===== src/rtl/atomicity_mon_if.sv =====
// Bus between the CPU fetch stage and the atomicity monitor.
// ATOMICITY_DMA_EN adds the dma_en strobe.
interface atomicity_mon_if #(
    parameter int unsigned PC_WIDTH  = 16,
    parameter int unsigned CNT_WIDTH = 8
);
    logic [PC_WIDTH-1:0]  pc;
    logic                 pc_en;
    logic                 irq;
`ifdef ATOMICITY_DMA_EN
    logic                 dma_en;
`endif
    logic                 reset;
    logic [2:0]           cause;
    logic [CNT_WIDTH-1:0] viol_cnt;

`ifdef ATOMICITY_DMA_EN
    modport master (output pc, pc_en, irq, dma_en, input reset, cause, viol_cnt);
    modport slave  (input pc, pc_en, irq, dma_en, output reset, cause, viol_cnt);
`else
    modport master (output pc, pc_en, irq, input reset, cause, viol_cnt);
    modport slave  (input pc, pc_en, irq, output reset, cause, viol_cnt);
`endif
endinterface


===== src/rtl/atomicity_mon.sv =====
// Enforces single-entry/single-exit, uninterrupted execution of one protected
// code region and requests a system reset on violation. Option: ATOMICITY_DMA_EN.
module atomicity_mon #(
    parameter int unsigned         PC_WIDTH       = 16,
    parameter logic [PC_WIDTH-1:0] SMEM_BASE      = 16'hE000,
    parameter logic [PC_WIDTH-1:0] SMEM_SIZE      = 16'h1000,
    parameter logic [PC_WIDTH-1:0] RESET_HANDLER  = 16'hFFFE,
    parameter bit                  IRQ_OUTSIDE_OK = 1'b1,
    parameter int unsigned         CNT_WIDTH      = 8
) (
    input  logic            clk,
    input  logic            rst,
    atomicity_mon_if.slave  bus
);
    localparam logic [PC_WIDTH-1:0] LAST_ADDR = SMEM_BASE + SMEM_SIZE - PC_WIDTH'(2);

    localparam logic [2:0] ST_NOT_RC  = 3'd0;
    localparam logic [2:0] ST_FST_RC  = 3'd1;
    localparam logic [2:0] ST_MID_RC  = 3'd2;
    localparam logic [2:0] ST_LAST_RC = 3'd3;
    localparam logic [2:0] ST_KILL    = 3'd4;

    localparam logic [2:0] C_ENTRY = 3'd1;
    localparam logic [2:0] C_EXIT  = 3'd2;
    localparam logic [2:0] C_IRQ   = 3'd3;
    localparam logic [2:0] C_DMA   = 3'd4;
    localparam logic [2:0] C_BACK  = 3'd5;

    logic [2:0]           state_q, state_d;
    logic                 reset_q, reset_d;
    logic [2:0]           cause_q, cause_d;
    logic [CNT_WIDTH-1:0] cnt_q, cnt_d;

    logic       is_first, is_last, is_mid, in_region, irq_viol, dma_viol;
    logic [2:0] code;

    assign is_first  = (bus.pc == SMEM_BASE);
    assign is_last   = (bus.pc == LAST_ADDR);
    assign is_mid    = (bus.pc > SMEM_BASE) && (bus.pc < LAST_ADDR);
    assign in_region = (state_q == ST_FST_RC) || (state_q == ST_MID_RC) ||
                       (state_q == ST_LAST_RC);
    assign irq_viol  = bus.irq && (in_region || !IRQ_OUTSIDE_OK);
`ifdef ATOMICITY_DMA_EN
    assign dma_viol  = bus.dma_en && in_region;
`else
    assign dma_viol  = 1'b0;
`endif

    always_comb begin
        state_d = state_q;
        code    = 3'd0;
        if (irq_viol) begin
            state_d = ST_KILL;
            code    = C_IRQ;
        end else if (dma_viol) begin
            state_d = ST_KILL;
            code    = C_DMA;
        end else if (bus.pc_en) begin
            case (state_q)
                ST_NOT_RC: begin
                    if (is_first) begin
                        state_d = ST_FST_RC;
                    end else if (is_mid || is_last) begin
                        state_d = ST_KILL;
                        code    = C_ENTRY;
                    end
                end
                ST_FST_RC: begin
                    if (is_mid) begin
                        state_d = ST_MID_RC;
                    end else if (!is_first) begin
                        state_d = ST_KILL;
                        code    = C_EXIT;
                    end
                end
                ST_MID_RC: begin
                    if (is_last) begin
                        state_d = ST_LAST_RC;
                    end else if (!is_mid) begin
                        state_d = ST_KILL;
                        code    = C_EXIT;
                    end
                end
                ST_LAST_RC: begin
                    if (is_first || is_mid) begin
                        state_d = ST_KILL;
                        code    = C_BACK;
                    end else if (!is_last) begin
                        state_d = ST_NOT_RC;
                    end
                end
                default: begin
                    if (bus.pc == RESET_HANDLER) state_d = ST_NOT_RC;
                    else                         state_d = ST_KILL;
                end
            endcase
        end
    end

    // Debug state only moves on a fresh entry into KILL, not while sitting in it.
    always_comb begin
        cause_d = cause_q;
        cnt_d   = cnt_q;
        if ((state_d == ST_KILL) && (state_q != ST_KILL)) begin
            cause_d = code;
            if (cnt_q != {CNT_WIDTH{1'b1}}) cnt_d = cnt_q + CNT_WIDTH'(1);
        end
        reset_d = (state_d == ST_KILL);
    end

    always_ff @(posedge clk) begin
        if (rst) begin
            state_q <= ST_KILL;
            reset_q <= 1'b1;
            cause_q <= 3'd0;
            cnt_q   <= '0;
        end else begin
            state_q <= state_d;
            reset_q <= reset_d;
            cause_q <= cause_d;
            cnt_q   <= cnt_d;
        end
    end

    assign bus.reset    = reset_q;
    assign bus.cause    = cause_q;
    assign bus.viol_cnt = cnt_q;
endmodule


===== src/flat_wrapper.sv =====
// flat-port wrapper written by rule: the top's interface ports become plain ports
module atomicity_mon_flat 
#(
    parameter int unsigned         PC_WIDTH       = 16,
    parameter logic [PC_WIDTH-1:0] SMEM_BASE      = 16'hE000,
    parameter logic [PC_WIDTH-1:0] SMEM_SIZE      = 16'h1000,
    parameter logic [PC_WIDTH-1:0] RESET_HANDLER  = 16'hFFFE,
    parameter bit                  IRQ_OUTSIDE_OK = 1'b1,
    parameter int unsigned         CNT_WIDTH      = 8
)
  (clk, rst, bus_pc, bus_pc_en, bus_irq, bus_reset, bus_cause, bus_viol_cnt);
  atomicity_mon_if #(.PC_WIDTH(PC_WIDTH), .CNT_WIDTH(CNT_WIDTH)) bus_i ();
  input  logic clk;
  input  logic rst;
  input wire logic [$bits(bus_i.pc)-1:0] bus_pc;
  input wire logic [$bits(bus_i.pc_en)-1:0] bus_pc_en;
  input wire logic [$bits(bus_i.irq)-1:0] bus_irq;
  output wire logic [$bits(bus_i.reset)-1:0] bus_reset;
  output wire logic [$bits(bus_i.cause)-1:0] bus_cause;
  output wire logic [$bits(bus_i.viol_cnt)-1:0] bus_viol_cnt;
  assign bus_i.pc = bus_pc;
  assign bus_i.pc_en = bus_pc_en;
  assign bus_i.irq = bus_irq;
  assign bus_reset = bus_i.reset;
  assign bus_cause = bus_i.cause;
  assign bus_viol_cnt = bus_i.viol_cnt;
  atomicity_mon #(.PC_WIDTH(PC_WIDTH), .SMEM_BASE(SMEM_BASE), .SMEM_SIZE(SMEM_SIZE), .RESET_HANDLER(RESET_HANDLER), .IRQ_OUTSIDE_OK(IRQ_OUTSIDE_OK), .CNT_WIDTH(CNT_WIDTH)) u_core (.clk(clk), .rst(rst), .bus(bus_i));
endmodule

===== config.mk =====
export PLATFORM = sky130hd
export DESIGN_NAME = atomicity_mon_flat
export DESIGN_NICKNAME = d
export VERILOG_FILES = /design/src/rtl/atomicity_mon_if.sv /design/src/rtl/atomicity_mon.sv /design/src/flat_wrapper.sv
export SDC_FILE = /design/constraint.sdc
export NUM_CORES = 1
export LEC_CHECK = 0
export ABC_AREA = 1
export CORE_MARGIN = 2
export CORE_UTILIZATION = 35
export CTS_CLUSTER_DIAMETER = 100
export CTS_CLUSTER_SIZE = 10
export DETAILED_ROUTE_END_ITERATION = 6
export GPL_TIMING_DRIVEN = 0
export HOLD_SLACK_MARGIN = 0.08
export PLACE_DENSITY_LB_ADDON = 0.05
export SYNTH_ARGS = -nofsm -noshare
export SYNTH_HDL_FRONTEND = slang
export SYNTH_SLANG_ARGS = --single-unit

===== constraint.sdc =====
create_clock -name clk -period 1.87 [get_ports clk]
set_input_delay 0.2805 -clock clk [delete_from_list [all_inputs] [get_ports clk]]
set_output_delay 0.2805 -clock clk [all_outputs]
set_load 0.01 [all_outputs]

======== After elaboration in Yosys (flattened, before gate mapping) ========
Index checks and enable logic that the tools add are counted.
operators by class
  $add $sub $neg .......................... 1
  magnitude comparators ................... 2
  eq/ne operators ......................... 9
  mux-type cells .......................... 22
  reduce and logical (&&, ||, !) cells .... 9
operator list
  kind                    count
  $mux W3                 17
  $eq A16 B16 Y1 const B  3
  $pmux W3 S4             2
  $gt A16 B16 Y1 const B  1
  $lt A16 B16 Y1 const B  1
  $add A8 B1 Y8 const B   1
  $ne A8 B8 Y1 const B    1
  $eq A3 B2 Y1 const B    2
  $logic_or A1 B1 Y1      4
  $mux W2                 2
  $eq A3 B1 Y1 const B    1
  $eq A3 B3 Y1 const B    1
  $logic_and A1 B1 Y1     3
  $logic_not A3 Y1        1
  $ne A3 B3 Y1 const B    1
  $reduce_and A2 Y1       1
  $mux W1                 1
word-level totals
  register bits after elaboration ......... 15
  bits of input ports ..................... 20
  output and inout port bits .............. 12
  logic and storage cells ................. 47

======== Longest topological paths before layout ========
  depth in word-level cells ............... 11
  mapped depth ............................ 15

======== Worst setup path before layout ========
OpenSTA, ideal clock, no wires.
  path kind ............................... reg2reg
  from .................................... register u_core.cnt_q[0], in the netlist u_core.bus.viol_cnt[0]
  to ...................................... register u_core.cnt_q[6], in the netlist u_core.bus.viol_cnt[6]
  setup time .............................. 0.111 ns
  data arrival time ....................... 1.460 ns
  data required time ...................... 1.759 ns
  path slack .............................. 0.300 ns
  cell stages (with the launch flop) ...... 11
  buffers on the path ..................... 0
  period minus slack after synthesis ...... 1.570 ns
  cell sequence ........................... dfxtp_1 ha_1 nand3_1 nor3_1 inv_1 nand2_1 inv_1 nand4_1 nand2_1 inv_1 nor2_1
between the ends
  longest elaborated chain between the ends .. 2
ends and longest elaborated chain
  element                                                                RTL line              RTL
  start, declared                                                        atomicity_mon.sv:32   logic [CNT_WIDTH-1:0] cnt_q, cnt_d;
  start signal, assigned                                                 atomicity_mon.sv:121  cnt_q <= cnt_d;
  parallel branches: the longest is 2 deep, another holds $add A8 B1 Y8  n/a
Several ways; the timed one is not identified.
A chain may end at the register's enable or synchronous reset.

======== Worst setup path in the final report ========
  from .................................... register u_core.cnt_q[0], in the netlist u_core.bus.viol_cnt[0]
  to ...................................... register u_core.cnt_q[7], in the netlist u_core.bus.viol_cnt[7]
Same word-level chain as after synthesis.

==> results.md <==
- Status: finished, final reports clean
- Core ar.: 3340 sq um
- Layout cell share with drive strength beyond 1: ~29%
- Max Cap Viol: 0
- Final period util: between 90% and 100%
- Post-synthesis cell count: around 190
- Worst hold slack: roughly 0.40 ns
- Fillers: 353
- Syn_area_per_cell: roughly 6.3 sq um
- Post-synth ARST share: 0%
- CTS tree: done
- Synth Net Count: 214
- Setup crit end kind: register
- Vias per std cell: 4.64
- Rel. slew slack: 72.0%
- Clk root buf: clkbuf_4
- # IOs: 32
- Starting Density: 36.4%
- Fmax: 573 MHz
- Seq cells post-synth: 15
- Cts hold-fix bufs: 0
- WS Path Type: register to register
- Post-synth top area share: 24.7%
- Clk sinks: 15
- Via count: roughly 1300
- Layout area overhead: 50.1%
- CP Cell Sequence: ha_1 > nand3_1 > nor3_2 > nor4_2 > and3_1 > nand4_1 > nand2_1 > inv_1 > nor2_1
- Power Dens Cells: 378 nW/um^2
- First-pass GRT wire length: approximately 5.1 mm
- Die Area: 3960 sq um
- Cell Rows: 21
- EDFF count, synth: 0
- Synth Flop Type: dfxtp_1
- Clk slew on worst S/H paths: 0.09 ns
- Startpoint Class: register
- Port buffer count: 30
- Chip height: 62.9 microns
- Ys Warns: 0
- Average wire per standard cell: 11.0 microns
- Synth top cells by count: nand2_1, nor2_1, inv_1, dfxtp_1, nand4_1
- Initial DRC count: 64
- Final Power: 0.690 mW
- Clk_lat worst skew: 0.29 ns
- Synth unique cells: 29
- GRT Residual Overflow: 0
- Ranking of synthesized cells by area: dfxtp_1, nand2_1, nor2_1
- Crit path max fanout: 4
- HP Class: primary input to register
- CTS buffer count: 3
- Detailed placement HPWL: 2.33 mm
- Die width: 62.9 microns
- CTS max path bufs: 2
- CP peak stage delay: about 0.34 ns
- Gpl congestion: 0.859
- Pins over their slew limit: 0
- Register Area: 303 sq um
- Clock Skews: 0.00282 ns
- Minimum clock period: 1.74 ns
- Ant. Diodes: 0
- Largest net degree at the start of global routing: 11
- Hold Violations, Final: 0
- Worst path slowest cell: dfxtp_1
- Final setup vio count: 0
- Critical Path RT: 2.10 ns
- Actual slew at the worst max-slew pin: 0.417 ns
- Vias in the first global route: 1194
- Overall global routing resource usage: 15.9%
- Pre-Repair DR Iteration Count: 4
- Pleak: 0.901 nW
- Multi-input logic area: between 800 and 900 sq um
- DR DRC count: 0
- Nets: 259
- H-tree depth: 1
- Maximum vdd drop: 0.284 mV
- Yosys top cell by area: dfxtp_1
- Synthesized cell area: 1210 sq um
- Top-count cell post-synth: nand2_1
- Crit path DAT: 1.97 ns
- Seq/Total Area, Yosys: 24.7%
- WL final: ~3.1 mm
- Final ANT Viol Nets: 0
- Initial antenna violation count: 0
-- final timing paths --
check	cells past startpoint	slack [ns]	start	end
worst min register to register	2	0.47	u_core.bus.cause[2]$_SDFFE_PP0P_	u_core.bus.cause[2]$_SDFFE_PP0P_
worst max register to register	9	0.13	u_core.bus.viol_cnt[0]$_SDFFE_PP0P_	u_core.bus.viol_cnt[7]$_SDFFE_PP0P_
worst max-delay path	9	0.13	u_core.bus.viol_cnt[0]$_SDFFE_PP0P_	u_core.bus.viol_cnt[7]$_SDFFE_PP0P_
worst min-delay path	3	0.40	bus_pc_en	u_core.bus.cause[2]$_SDFFE_PP0P_
-- layout make-up --
type                            count  share of cell area, %
Multi-Input combinational cell    143                   48.1
Timing Repair Buffer               40                   23.0
Sequential cell                    15                   16.6
Inverter                           32                   6.59
Tap cell                           46                   3.16
Clock buffer                        4                   1.44
Buffer                              3                   1.10
-- cells by family after synthesis --
group	after synthesis	synth area share, %
buffers and inverters	35	11.0
AND/OR/NAND/NOR	131	56.8
adder cells (fa/ha/maj)	1	1.03
AO/OA/AOI/OAI	10	5.66
flip-flops	15	24.7
XOR/XNOR	1	0.721
-- cells in the final DEF, fill, tap and decap left out, types with 2 or more instances in the layout --
| cell | synthesis | final |
|---|---|---|
| nand2_4 | 1 | 3 |
| nand3_1 | 8 | 5 |
| buf_6 | 0 | 2 |
| buf_4 | 0 | 9 |
| dlymetal6s2s_1 | 0 | 16 |
| dfxtp_1 | 15 | 13 |
| nor3_2 | 1 | 2 |
| nand2_1 | 45 | 42 |
| clkdlybuf4s50_1 | 0 | 14 |
| dfxtp_2 | 0 | 2 |
| nor2_4 | 5 | 7 |
| inv_1 | 25 | 24 |
| nor3_1 | 5 | 3 |
| a21oi_1 | 6 | 6 |
| nand3_2 | 3 | 4 |
| inv_2 | 6 | 7 |
| clkbuf_4 | 0 | 3 |
| nand3_4 | 0 | 2 |
| nor2_2 | 7 | 11 |
| nand2_2 | 7 | 8 |
| and3_1 | 2 | 2 |
| a21oi_4 | 1 | 2 |
| nor3_4 | 1 | 2 |
| nand4_1 | 12 | 12 |
| nor2_1 | 31 | 25 |
| clkbuf_1 | 1 | 2 |
-- flip-flops by register name, indices dropped and copies added, names as in the netlist --
register,flops
u_core.bus.cause,3
u_core.bus.reset,1
u_core.bus.viol_cnt,8
u_core.state_q,3
-- critical path: cells and delay by family (launching register included) --
kind | cells | cell delay (ns)
fa+ha+maj | 1 | 0.23
buf+inv | 1 | 0.04
flops | 1 | 0.34
simple gates | 7 | 1.08
-- metal layers --
layer	vias to the layer above	share of wire, %	track usage [%]
li1	701	-	-
met1	585	45	20.6
met2	25	51	27.0
met3	2	3.8	4.50
met4	0	0.22	1.67
met5	-	0	0
-- power breakdown --
group	internal [mW]	switching (mW)
Sequential	0.326	0.00529
Clock	0.0829	0.109
Combinational	0.0789	0.0874
-- stage by stage --
step	TNS (ns)	instances	setup WS [ns]	utilization, %	instance area (sq um)
after floorplan	0	193	0.300	-	1210
after global placement	-3.44	269	-0.322	47.1	1570
after detailed placement	-3.70	269	-0.339	47.1	1570
after CTS	-0.00104	276	-0.00104	49.4	1650
after global routing	-0.0330	283	-0.0280	54.6	1820
final	0	283	0.126	54.6	1820
-- repair_timing --
action                                  4_1_cts  5_1_grt
gates resized for setup                       5       40
endpoints found under the setup margin        8       11
setup buffers                                 3        7
pin swaps                                     3       26
Note: power is estimated with default switching activity, not from simulation.
